$ cat src/rtl/timetag_pkg.sv
// Shared types and constants for the timetag command path: opcodes, register
// bus widths and the command parser state encoding.
package timetag_pkg;

    localparam int REG_ADDR_W = 16;
    localparam int REG_DATA_W = 32;

    localparam logic [7:0] CMD_OP_READ  = 8'h72;
    localparam logic [7:0] CMD_OP_WRITE = 8'h77;

    typedef enum logic [2:0] {
        ST_IDLE,
        ST_ADDR,
        ST_WDATA,
        ST_WR_EXEC,
        ST_RD_WAIT,
        ST_REPLY
    } parser_state_t;

endpackage

$ cat src/rtl/cmd_parser_if.sv
// Command/reply byte channels and single-cycle register bus between the FX2
// interface, the command parser and the timetag register file.
interface cmd_parser_if;
    import timetag_pkg::*;

    logic [7:0]            cmd;
    logic                  cmd_wr;
    logic [7:0]            reply;
    logic                  reply_rdy;
    logic                  reply_ack;
    logic                  reply_end;
    logic [REG_ADDR_W-1:0] reg_addr;
    logic [REG_DATA_W-1:0] reg_wdata;
    logic                  reg_we;
    logic                  reg_re;
    logic [REG_DATA_W-1:0] reg_rdata;
    logic                  reg_rvalid;
    logic                  cmd_overrun;

    // Parser side
    modport master (
        input  cmd, cmd_wr, reply_ack, reg_rdata, reg_rvalid,
        output reply, reply_rdy, reply_end, reg_addr, reg_wdata,
        output reg_we, reg_re, cmd_overrun
    );

    // FX2 / register-file side
    modport slave (
        output cmd, cmd_wr, reply_ack, reg_rdata, reg_rvalid,
        input  reply, reply_rdy, reply_end, reg_addr, reg_wdata,
        input  reg_we, reg_re, cmd_overrun
    );

endinterface

$ cat src/rtl/reply_shifter.sv
// Reply byte serializer: loads 1-4 bytes with a length, presents them LSB first,
// advances one byte per ack and flags the final byte of the frame.
module reply_shifter
    import timetag_pkg::*;
(
    input  logic                  fx2_clk,
    input  logic                  rst_n,
    input  logic                  load,
    input  logic [REG_DATA_W-1:0] load_data,
    input  logic [2:0]            load_len,
    input  logic                  reply_ack,
    output logic [7:0]            reply,
    output logic                  reply_rdy,
    output logic                  reply_end
);

    logic [REG_DATA_W-1:0] data_reg;
    logic [2:0]            left_reg;

    always_ff @(posedge fx2_clk or negedge rst_n) begin
        if (!rst_n) begin
            data_reg <= '0;
            left_reg <= '0;
        end else if (load) begin
            data_reg <= load_data;
            left_reg <= load_len;
        end else if (reply_ack && left_reg != 3'd0) begin
            // Shifting in zeros leaves reply at 0 once the frame is drained
            data_reg <= {8'd0, data_reg[REG_DATA_W-1:8]};
            left_reg <= left_reg - 3'd1;
        end
    end

    assign reply     = data_reg[7:0];
    assign reply_rdy = (left_reg != 3'd0);
    assign reply_end = (left_reg == 3'd1);

endmodule

$ cat src/rtl/cmd_parser.sv
// Host command parser: frames 0x72 reads and 0x77 writes into register bus
// transactions and returns read data. CMD_WRITE_ACK_EN adds a 0x77 write ack.
module cmd_parser
    import timetag_pkg::*;
#(
    parameter int RD_TIMEOUT = 255
) (
    input  logic         fx2_clk,
    input  logic         rst_n,
    cmd_parser_if.master bus
);

    localparam int               TMO_W    = $clog2(RD_TIMEOUT + 1);
    localparam logic [TMO_W-1:0] TMO_LAST = TMO_W'(RD_TIMEOUT);

    parser_state_t         state_reg, state_next;
    logic [1:0]            byte_cnt_reg, byte_cnt_next;
    logic [TMO_W-1:0]      tmo_cnt_reg, tmo_cnt_next;
    logic                  is_write_reg, is_write_next;
    logic                  overrun_reg, overrun_next;
    logic [REG_ADDR_W-1:0] addr_bus;
    logic [REG_DATA_W-1:0] wdata_bus;
    logic                  sh_load;
    logic [REG_DATA_W-1:0] sh_data;
    logic [2:0]            sh_len;

    // Byte lanes capture straight from the stream so they hold between frames
    for (genvar gi = 0; gi < REG_ADDR_W / 8; gi++) begin : g_addr_lane
        logic [7:0] lane_reg;
        always_ff @(posedge fx2_clk or negedge rst_n) begin
            if (!rst_n)
                lane_reg <= '0;
            else if (state_reg == ST_ADDR && bus.cmd_wr && byte_cnt_reg == 2'(gi))
                lane_reg <= bus.cmd;
        end
        assign addr_bus[gi*8 +: 8] = lane_reg;
    end

    for (genvar gi = 0; gi < REG_DATA_W / 8; gi++) begin : g_wdata_lane
        logic [7:0] lane_reg;
        always_ff @(posedge fx2_clk or negedge rst_n) begin
            if (!rst_n)
                lane_reg <= '0;
            else if (state_reg == ST_WDATA && bus.cmd_wr && byte_cnt_reg == 2'(gi))
                lane_reg <= bus.cmd;
        end
        assign wdata_bus[gi*8 +: 8] = lane_reg;
    end

    always_ff @(posedge fx2_clk or negedge rst_n) begin
        if (!rst_n) begin
            state_reg    <= ST_IDLE;
            byte_cnt_reg <= '0;
            tmo_cnt_reg  <= '0;
            is_write_reg <= 1'b0;
            overrun_reg  <= 1'b0;
        end else begin
            state_reg    <= state_next;
            byte_cnt_reg <= byte_cnt_next;
            tmo_cnt_reg  <= tmo_cnt_next;
            is_write_reg <= is_write_next;
            overrun_reg  <= overrun_next;
        end
    end

    always_comb begin
        state_next    = state_reg;
        byte_cnt_next = byte_cnt_reg;
        tmo_cnt_next  = tmo_cnt_reg;
        is_write_next = is_write_reg;
        overrun_next  = 1'b0;
        sh_load       = 1'b0;
        sh_data       = '0;
        sh_len        = '0;

        case (state_reg)
            ST_IDLE: begin
                if (bus.cmd_wr && (bus.cmd == CMD_OP_READ || bus.cmd == CMD_OP_WRITE)) begin
                    state_next    = ST_ADDR;
                    byte_cnt_next = '0;
                    is_write_next = (bus.cmd == CMD_OP_WRITE);
                end
            end
            ST_ADDR: begin
                if (bus.cmd_wr) begin
                    byte_cnt_next = byte_cnt_reg + 2'd1;
                    if (byte_cnt_reg == 2'd1) begin
                        byte_cnt_next = '0;
                        tmo_cnt_next  = '0;
                        state_next    = is_write_reg ? ST_WDATA : ST_RD_WAIT;
                    end
                end
            end
            ST_WDATA: begin
                if (bus.cmd_wr) begin
                    byte_cnt_next = byte_cnt_reg + 2'd1;
                    if (byte_cnt_reg == 2'd3)
                        state_next = ST_WR_EXEC;
                end
            end
            ST_WR_EXEC: begin
                overrun_next = bus.cmd_wr;
`ifdef CMD_WRITE_ACK_EN
                sh_load    = 1'b1;
                sh_data    = {{(REG_DATA_W-8){1'b0}}, CMD_OP_WRITE};
                sh_len     = 3'd1;
                state_next = ST_REPLY;
`else
                state_next = ST_IDLE;
`endif
            end
            ST_RD_WAIT: begin
                overrun_next = bus.cmd_wr;
                tmo_cnt_next = tmo_cnt_reg + TMO_W'(1);
                // Count 0 is the reg_re cycle; rvalid is only honoured after it
                if (tmo_cnt_reg != '0 && bus.reg_rvalid) begin
                    sh_load    = 1'b1;
                    sh_data    = bus.reg_rdata;
                    sh_len     = 3'd4;
                    state_next = ST_REPLY;
                end else if (tmo_cnt_reg == TMO_LAST) begin
                    sh_load    = 1'b1;
                    sh_data    = '1;
                    sh_len     = 3'd4;
                    state_next = ST_REPLY;
                end
            end
            ST_REPLY: begin
                overrun_next = bus.cmd_wr;
                if (bus.reply_ack && bus.reply_end)
                    state_next = ST_IDLE;
            end
            default: state_next = ST_IDLE;
        endcase
    end

    assign bus.reg_addr    = addr_bus;
    assign bus.reg_wdata   = wdata_bus;
    assign bus.reg_we      = (state_reg == ST_WR_EXEC);
    assign bus.reg_re      = (state_reg == ST_RD_WAIT) && (tmo_cnt_reg == '0);
    assign bus.cmd_overrun = overrun_reg;

    reply_shifter u_reply_shifter (
        .fx2_clk   (fx2_clk),
        .rst_n     (rst_n),
        .load      (sh_load),
        .load_data (sh_data),
        .load_len  (sh_len),
        .reply_ack (bus.reply_ack),
        .reply     (bus.reply),
        .reply_rdy (bus.reply_rdy),
        .reply_end (bus.reply_end)
    );

endmodule

$ cat src/flat_wrapper.sv
// flat-port wrapper written by rule: the top's interface ports become plain ports
module cmd_parser_flat import timetag_pkg::*;
#(
    parameter int RD_TIMEOUT = 255
)
  (fx2_clk, rst_n, bus_cmd, bus_cmd_wr, bus_reply_ack, bus_reg_rdata, bus_reg_rvalid, bus_reply, bus_reply_rdy, bus_reply_end, bus_reg_addr, bus_reg_wdata, bus_reg_we, bus_reg_re, bus_cmd_overrun);
  cmd_parser_if bus_i ();
  input  logic fx2_clk;
  input  logic rst_n;
  input wire logic [$bits(bus_i.cmd)-1:0] bus_cmd;
  input wire logic [$bits(bus_i.cmd_wr)-1:0] bus_cmd_wr;
  input wire logic [$bits(bus_i.reply_ack)-1:0] bus_reply_ack;
  input wire logic [$bits(bus_i.reg_rdata)-1:0] bus_reg_rdata;
  input wire logic [$bits(bus_i.reg_rvalid)-1:0] bus_reg_rvalid;
  output wire logic [$bits(bus_i.reply)-1:0] bus_reply;
  output wire logic [$bits(bus_i.reply_rdy)-1:0] bus_reply_rdy;
  output wire logic [$bits(bus_i.reply_end)-1:0] bus_reply_end;
  output wire logic [$bits(bus_i.reg_addr)-1:0] bus_reg_addr;
  output wire logic [$bits(bus_i.reg_wdata)-1:0] bus_reg_wdata;
  output wire logic [$bits(bus_i.reg_we)-1:0] bus_reg_we;
  output wire logic [$bits(bus_i.reg_re)-1:0] bus_reg_re;
  output wire logic [$bits(bus_i.cmd_overrun)-1:0] bus_cmd_overrun;
  assign bus_i.cmd = bus_cmd;
  assign bus_i.cmd_wr = bus_cmd_wr;
  assign bus_i.reply_ack = bus_reply_ack;
  assign bus_i.reg_rdata = bus_reg_rdata;
  assign bus_i.reg_rvalid = bus_reg_rvalid;
  assign bus_reply = bus_i.reply;
  assign bus_reply_rdy = bus_i.reply_rdy;
  assign bus_reply_end = bus_i.reply_end;
  assign bus_reg_addr = bus_i.reg_addr;
  assign bus_reg_wdata = bus_i.reg_wdata;
  assign bus_reg_we = bus_i.reg_we;
  assign bus_reg_re = bus_i.reg_re;
  assign bus_cmd_overrun = bus_i.cmd_overrun;
  cmd_parser #(.RD_TIMEOUT(RD_TIMEOUT)) u_core (.fx2_clk(fx2_clk), .rst_n(rst_n), .bus(bus_i));
endmodule
$ cat config.mk
export PLATFORM = sky130hd
export DESIGN_NAME = cmd_parser_flat
export DESIGN_NICKNAME = d
export VERILOG_FILES = /design/src/rtl/timetag_pkg.sv /design/src/rtl/cmd_parser_if.sv /design/src/rtl/reply_shifter.sv /design/src/rtl/cmd_parser.sv /design/src/flat_wrapper.sv
export SDC_FILE = /design/constraint.sdc
export NUM_CORES = 1
export LEC_CHECK = 0
export ABC_CLOCK_PERIOD_IN_PS = 4200
export CORE_MARGIN = 2
export CORE_UTILIZATION = 40
export CTS_CLUSTER_SIZE = 10
export DETAILED_ROUTE_END_ITERATION = 8
export GPL_TIMING_DRIVEN = 0
export PLACE_DENSITY = 0.67
export SLEW_MARGIN = 5
export SYNTH_ARGS = -nofsm -noshare
export SYNTH_HDL_FRONTEND = slang
export SYNTH_SLANG_ARGS = --single-unit
$ cat constraint.sdc
create_clock -name fx2_clk -period 4.2 [get_ports fx2_clk]
set_clock_uncertainty 0.2 [all_clocks]
set_input_delay 0.42 -clock fx2_clk [delete_from_list [all_inputs] [get_ports fx2_clk]]
set_output_delay 0.42 -clock fx2_clk [all_outputs]
set_load 0.01 [all_outputs]
# --- Word level (Yosys, flattened, before mapping) ---
# Cells that the tools add are included.
word_totals:
  input_bits: 45
  reg_bits: 98
op_classes:
  reduce_logical: 27
  muxes: 32
  add_sub_neg: 3
  eq_ne: 19
ops:
  columns: ["op", "count"]
  rows:
  - ["32-bit two-way mux", 5]
  - ["3-bit two-way mux", 14]
  - ["8-bit by 7-bit equality test with 1-bit output (second input constant)", 2]
  - ["8-bit two-way mux", 2]
  - ["8-bit case mux with 2 select lines", 1]
  - ["3-bit case mux with 5 select lines", 1]
  - ["1-bit logical AND", 13]
  - ["8-bit by 1-bit adder with 8-bit output (second input constant)", 1]
  - ["8-bit equality test (second input constant)", 1]
  - ["8-bit zero test", 1]
  - ["2-bit two-way mux", 4]
  - ["2-bit != test (second input constant)", 4]
  - ["8-bit nonzero test", 1]
  - ["7-bit AND reduction", 1]
  - ["3-bit by 1-bit equality test with 1-bit output (second input constant)", 2]
  - ["3-bit by 2-bit equality test with 1-bit output (second input constant)", 2]
  - ["3-bit equality test (second input constant)", 2]
  - ["2-bit case mux with 3 select lines", 1]
  - ["3-bit nonzero test", 2]
  - ["2-bit equality test (second input constant)", 2]
  - ["1-bit two-way mux", 4]
  - ["2-bit by 1-bit != test with 1-bit output (second input constant)", 2]
  - ["4-bit AND reduction", 1]
  - ["2-bit nonzero test", 2]
  - ["10 further kinds", 10]

# --- Depth between registers and ports, before layout ---
depth:
  ltp_word: 5
  ltp_mapped: 8
  mapped_depth_nobuf: 6

# --- Hierarchy ---
# Synthesis repeated with hierarchy kept, for this count alone.
unflattened:
  hier_cells: 431
  hier_area_um2: 4923.5
by_module_without_submodules:
  columns: ["mod", "area_per_inst_um2", "n_inst", "cells_each", "seq_area_each_um2"]
  rows:
  - ["cmd_parser", 3083.0, 1, 255, 1576.5]
  - ["reply_shifter", 1840.5, 1, 176, 875.8]

# --- Worst setup path before layout ---
# No wires, ideal clock.
synth_path:
  path_type: "register to register"
  startpoint: "register u_core.tmo_cnt_reg[0]"
  endpoint: "register u_core.u_reply_shifter.data_reg[15]"
  setup_slack_ns: 2.073
  required_time_ns: 3.874
  path_buffers: 2
  stages_incl_launch_ff: 9
  synth_period_minus_slack_ns: 2.127
  t_arrival_ns: 1.801
  cell_sequence: "dfrtp_1 -> inv_1 -> ha_1 -> or4b_4 -> o211a_4 -> buf_6 -> nor2_8 -> buf_6 -> a31oi_1"
synth_between:
  elab_chain_len: 5
synth_lines:
  columns: ["item", "line", "text"]
  rows:
  - ["from (decl)", "cmd_parser.sv:18", "logic [TMO_W-1:0] tmo_cnt_reg, tmo_cnt_next;"]
  - ["from (signal assigned)", "cmd_parser.sv:60", "tmo_cnt_reg <= tmo_cnt_next;"]
  - ["8-bit equality test or 8-bit nonzero test (tied branches)", "cmd_parser.sv:121, cmd_parser.sv:116", null]
  - ["32-bit two-way mux, or another cell as far along", "cmd_parser.sv:121", "end else if (tmo_cnt_reg == TMO_LAST) begin"]
  - ["32-bit two-way mux or 1-bit two-way mux (tied branches)", "cmd_parser.sv:116", "if (tmo_cnt_reg != '0 && bus.reg_rvalid) begin"]
  - ["32-bit two-way mux or 1-bit two-way mux (tied branches)", "cmd_parser.sv:76", "case (state_reg)"]
  - ["32-bit two-way mux or 2-bit nonzero test (tied branches)", null, null]
  - ["to (signal assigned)", "reply_shifter.sv:25", "data_reg <= load_data;"]
  - ["to (signal assigned)", "reply_shifter.sv:29", "data_reg <= {8'd0, data_reg[REG_DATA_W-1:8]};"]
  - ["to (decl)", "reply_shifter.sv:17", "logic [REG_DATA_W-1:0] data_reg;"]
# Several ways; a longest one is shown, not always the timed one.
# A chain may end at the register's enable or synchronous reset.

# --- Worst setup path in the final report ---
layout_path:
  startpoint: "register u_core.state_reg[1]"
  endpoint: "output bus_reg_re"
layout_between:
  elab_chain_len: 2
layout_lines:
  columns: ["item", "line", "text"]
  rows:
  - ["from (decl)", "cmd_parser.sv:16", "parser_state_t state_reg, state_next;"]
  - ["from (signal assigned)", "cmd_parser.sv:58", "state_reg <= state_next;"]
  - ["3-bit equality test", "cmd_parser.sv:140", "assign bus.reg_re = (state_reg == ST_RD_WAIT) && (tmo_cnt_reg == '0);"]
  - ["1-bit logical AND", "cmd_parser.sv:140", null]
  - ["to (decl)", "flat_wrapper.sv:21", "output wire logic [$bits(bus_i.reg_re)-1:0] bus_reg_re;"]
# No other way between the ends.

==> flow_summary.json <==
{
  "grt_pass1_wl_um": 18920,
  "die_y_um": 112.3,
  "slew_viol_final": 0,
  "powerDensity_nw_per_um2": 575.5,
  "period_needed_ns": 3.097,
  "synth.net_count": 499,
  "crit_fanout": 10,
  "multi_input_area_um2": 2017,
  "synthCells": 444,
  "syn_area_um2": 4695,
  "cts_max_path_buffers": 2,
  "grt_usage": 0.1854,
  "num_antenna_cells": 0,
  "slew_headroom": 0.5684,
  "cts_setup_buffers": 0,
  "hold_viol_final": 0,
  "tightestPinTransition_ns": 0.6311,
  "drc": 0,
  "setup_viol": 0,
  "syn_to_final_growth_pct": 32.94,
  "drtAntennaViolNets": 0,
  "grt-ovfl-total": 0,
  "worstHoldPathCells": 3,
  "detailroute.via_count": 3675,
  "seqCellArea_um2": 2452,
  "core_um2": 11420,
  "routed-wl-met2_um": 5335,
  "end_kind": "output pin",
  "hold_start": "bus_cmd[0]",
  "yosysWarnings": 0,
  "leakage_uw": 0.002781,
  "cp-start-kind": "flip-flop",
  "ys_seq_elements": 98,
  "die-area_um2": 12620,
  "synth_edf_count": 0,
  "nFillCells": 1025,
  "ir_worst_vdd_mv": 0.3224,
  "routed.top_layer": "met4",
  "ctsHoldBuffers": 1,
  "syn_avg_cell_area_um2": 10.57,
  "drt_iter0_markers": 208,
  "hold_end": "u_core.g_addr_lane[1].lane_reg[0]$_DFFE_PN0P_",
  "required_ns": 3.58,
  "fin_tns_setup_ns": 0,
  "reg2regPathDepth": 7,
  "grt_pass1_vias": 3779,
  "start_util": 0.4111,
  "status": "finished, final reports clean",
  "nets": 615,
  "cts_resized": 0,
  "antenna_found_initial": 0,
  "final_common_cell": "clkdlybuf4s50_1",
  "tritoncts": "yes",
  "drtPass1Iterations": 5,
  "rr_endpoint": "u_core.u_reply_shifter.data_reg[19]$_DFFE_PN0P_",
  "cts_made_buffers": 9,
  "r2r_slack_ns": 1.89,
  "ys_types": 48,
  "critPathKind": "reg2out",
  "rsz0062_at_grt": "false",
  "maxCapViolations": 0,
  "ys_async_sr_fraction": 1.000,
  "reg2reg_from": "u_core.tmo_cnt_reg[0]$_DFFE_PN0P_",
  "layout-drive-gt1-share": 0.1472,
  "period_share": 0.7375,
  "numPortBuffers": 103,
  "grt_max_degree": 52,
  "hold_path.class": "in2reg",
  "clk_pin_slew_ns": 0.07,
  "ys_seq_area_frac": 0.5224,
  "fp.dieW_um": 112.3,
  "route.met3.wl_um": 970,
  "hpwlAfterDp_um": 8217,
  "clock_latency_ns": 0.33,
  "ios": 106,
  "max_clock_freq_mhz": 322.9,
  "num_rows": 39,
  "wl_per_cell_um": 16.09,
  "wirelength_um": 11380,
  "place_congestion": 0.8074,
  "worstPathArrival_ns": 2.48,
  "cts.sinks": 98,
  "ys.flop_type": "dfrtp_1",
  "cts_htree_levels": 3,
  "whs_ns": 0.1951,
  "vias_per_cell": 5.198,
  "cts_root_buffer": "clkbuf_16",
  "final_cell_mix": "clkdlybuf4s50_1, dfrtp_1, nand2_1",
  "routedLengthMet1_um": 4955
}
[worst max path at each step]
stage               slack, ns                         startpoint                                              end  depth (start not counted)
floorplan                2.07  u_core.tmo_cnt_reg[0]$_DFFE_PN0P_  u_core.u_reply_shifter.data_reg[15]$_DFFE_PN0P_                          8
detailed placement       1.34                         bus_cmd_wr   u_core.g_wdata_lane[3].lane_reg[0]$_DFFE_PN0P_                          7
finish                   1.10    u_core.state_reg[1]$_DFFE_PN0P_                                       bus_reg_re                          6
global route             0.98    u_core.state_reg[1]$_DFFE_PN0P_                                       bus_reg_re                          6
global placement        -1.19                              rst_n   u_core.g_wdata_lane[3].lane_reg[6]$_DFFE_PN0P_                          1
CTS                      1.09    u_core.state_reg[1]$_DFFE_PN0P_                                       bus_reg_re                          6
[synthesized netlist by cell type (8+ instances only)]
library cell / number / area (µm²)
a21oi_1: 11 / 55.05
a31oi_1: 19 / 118.9
a32o_1: 8 / 80.08
buf_4: 9 / 67.56
clkbuf_1: 15 / 56.30
dfrtp_1: 98 / 2452
ha_1: 10 / 125.1
mux2_2: 38 / 427.9
nand2_1: 85 / 319.1
nand2b_1: 11 / 68.82
nand3_1: 22 / 110.1
nor2_1: 10 / 37.54
nor3_1: 27 / 135.1
xnor2_1: 8 / 70.07
[final cells by class]
cell class | count | share of cell area
Buffer | 36 | 0.03188
Clock buffer | 10 | 0.03829
Clock inverter | 5 | 0.01002
Inverter | 7 | 0.004210
Multi-Input combinational cell | 303 | 0.3232
Sequential cell | 98 | 0.3929
Tap cell | 143 | 0.02867
Timing Repair Buffer | 105 | 0.1708
[layer usage]
| layer | track usage | up-vias |
|---|---|---|
| li1 | - | 1776 |
| met3 | 0.06263 | 9 |
| met1 | 0.2397 | 1783 |
| met2 | 0.2976 | 107 |
| met5 | 0 | - |
| met4 | 0.05528 | 0 |
[cell families (layout without fill, tap and decap cells)]
logic type                 Yosys count  count (layout)  synth area share
buffers and inverters               43             163           0.04797
AOI/OAI and AO/OA                   58              58           0.08955
xor gates and xnor gates             8               8           0.01493
and+or+nand+nor                    184             184            0.1962
muxes                               43              43            0.1023
DFF                                 98              98            0.5224
adders and majority gates           10              10           0.02665
[worst max-delay path, stage by stage, from the launching register on]
cell             delay, ns
dfrtp_1               0.35
buf_2                 0.18
or3b_1                0.35
buf_2                 0.19
buf_1                 0.23
nor3_1                0.22
clkdlybuf4s50_1       0.61
[report_power, final]
group / switching [µW] / internal, µW
Sequential: 190 / 1230
Clock: 352 / 478
Combinational: 669 / 675
[stage by stage]
step,cell area [µm²],power [µW],std cells,setup WS (ns),utilization
final,6241,3592,707,1.103,0.5466
after global routing,6241,3826,707,0.9806,0.5466
after CTS,6241,3622,707,1.093,0.5466
after detailed placement,5929,2773,691,1.342,0.5193
after global placement,5904,2730,690,-1.186,0.5171
after floorplan,4695,2247,444,2.073,-
(Power assumes the default switching activity.)
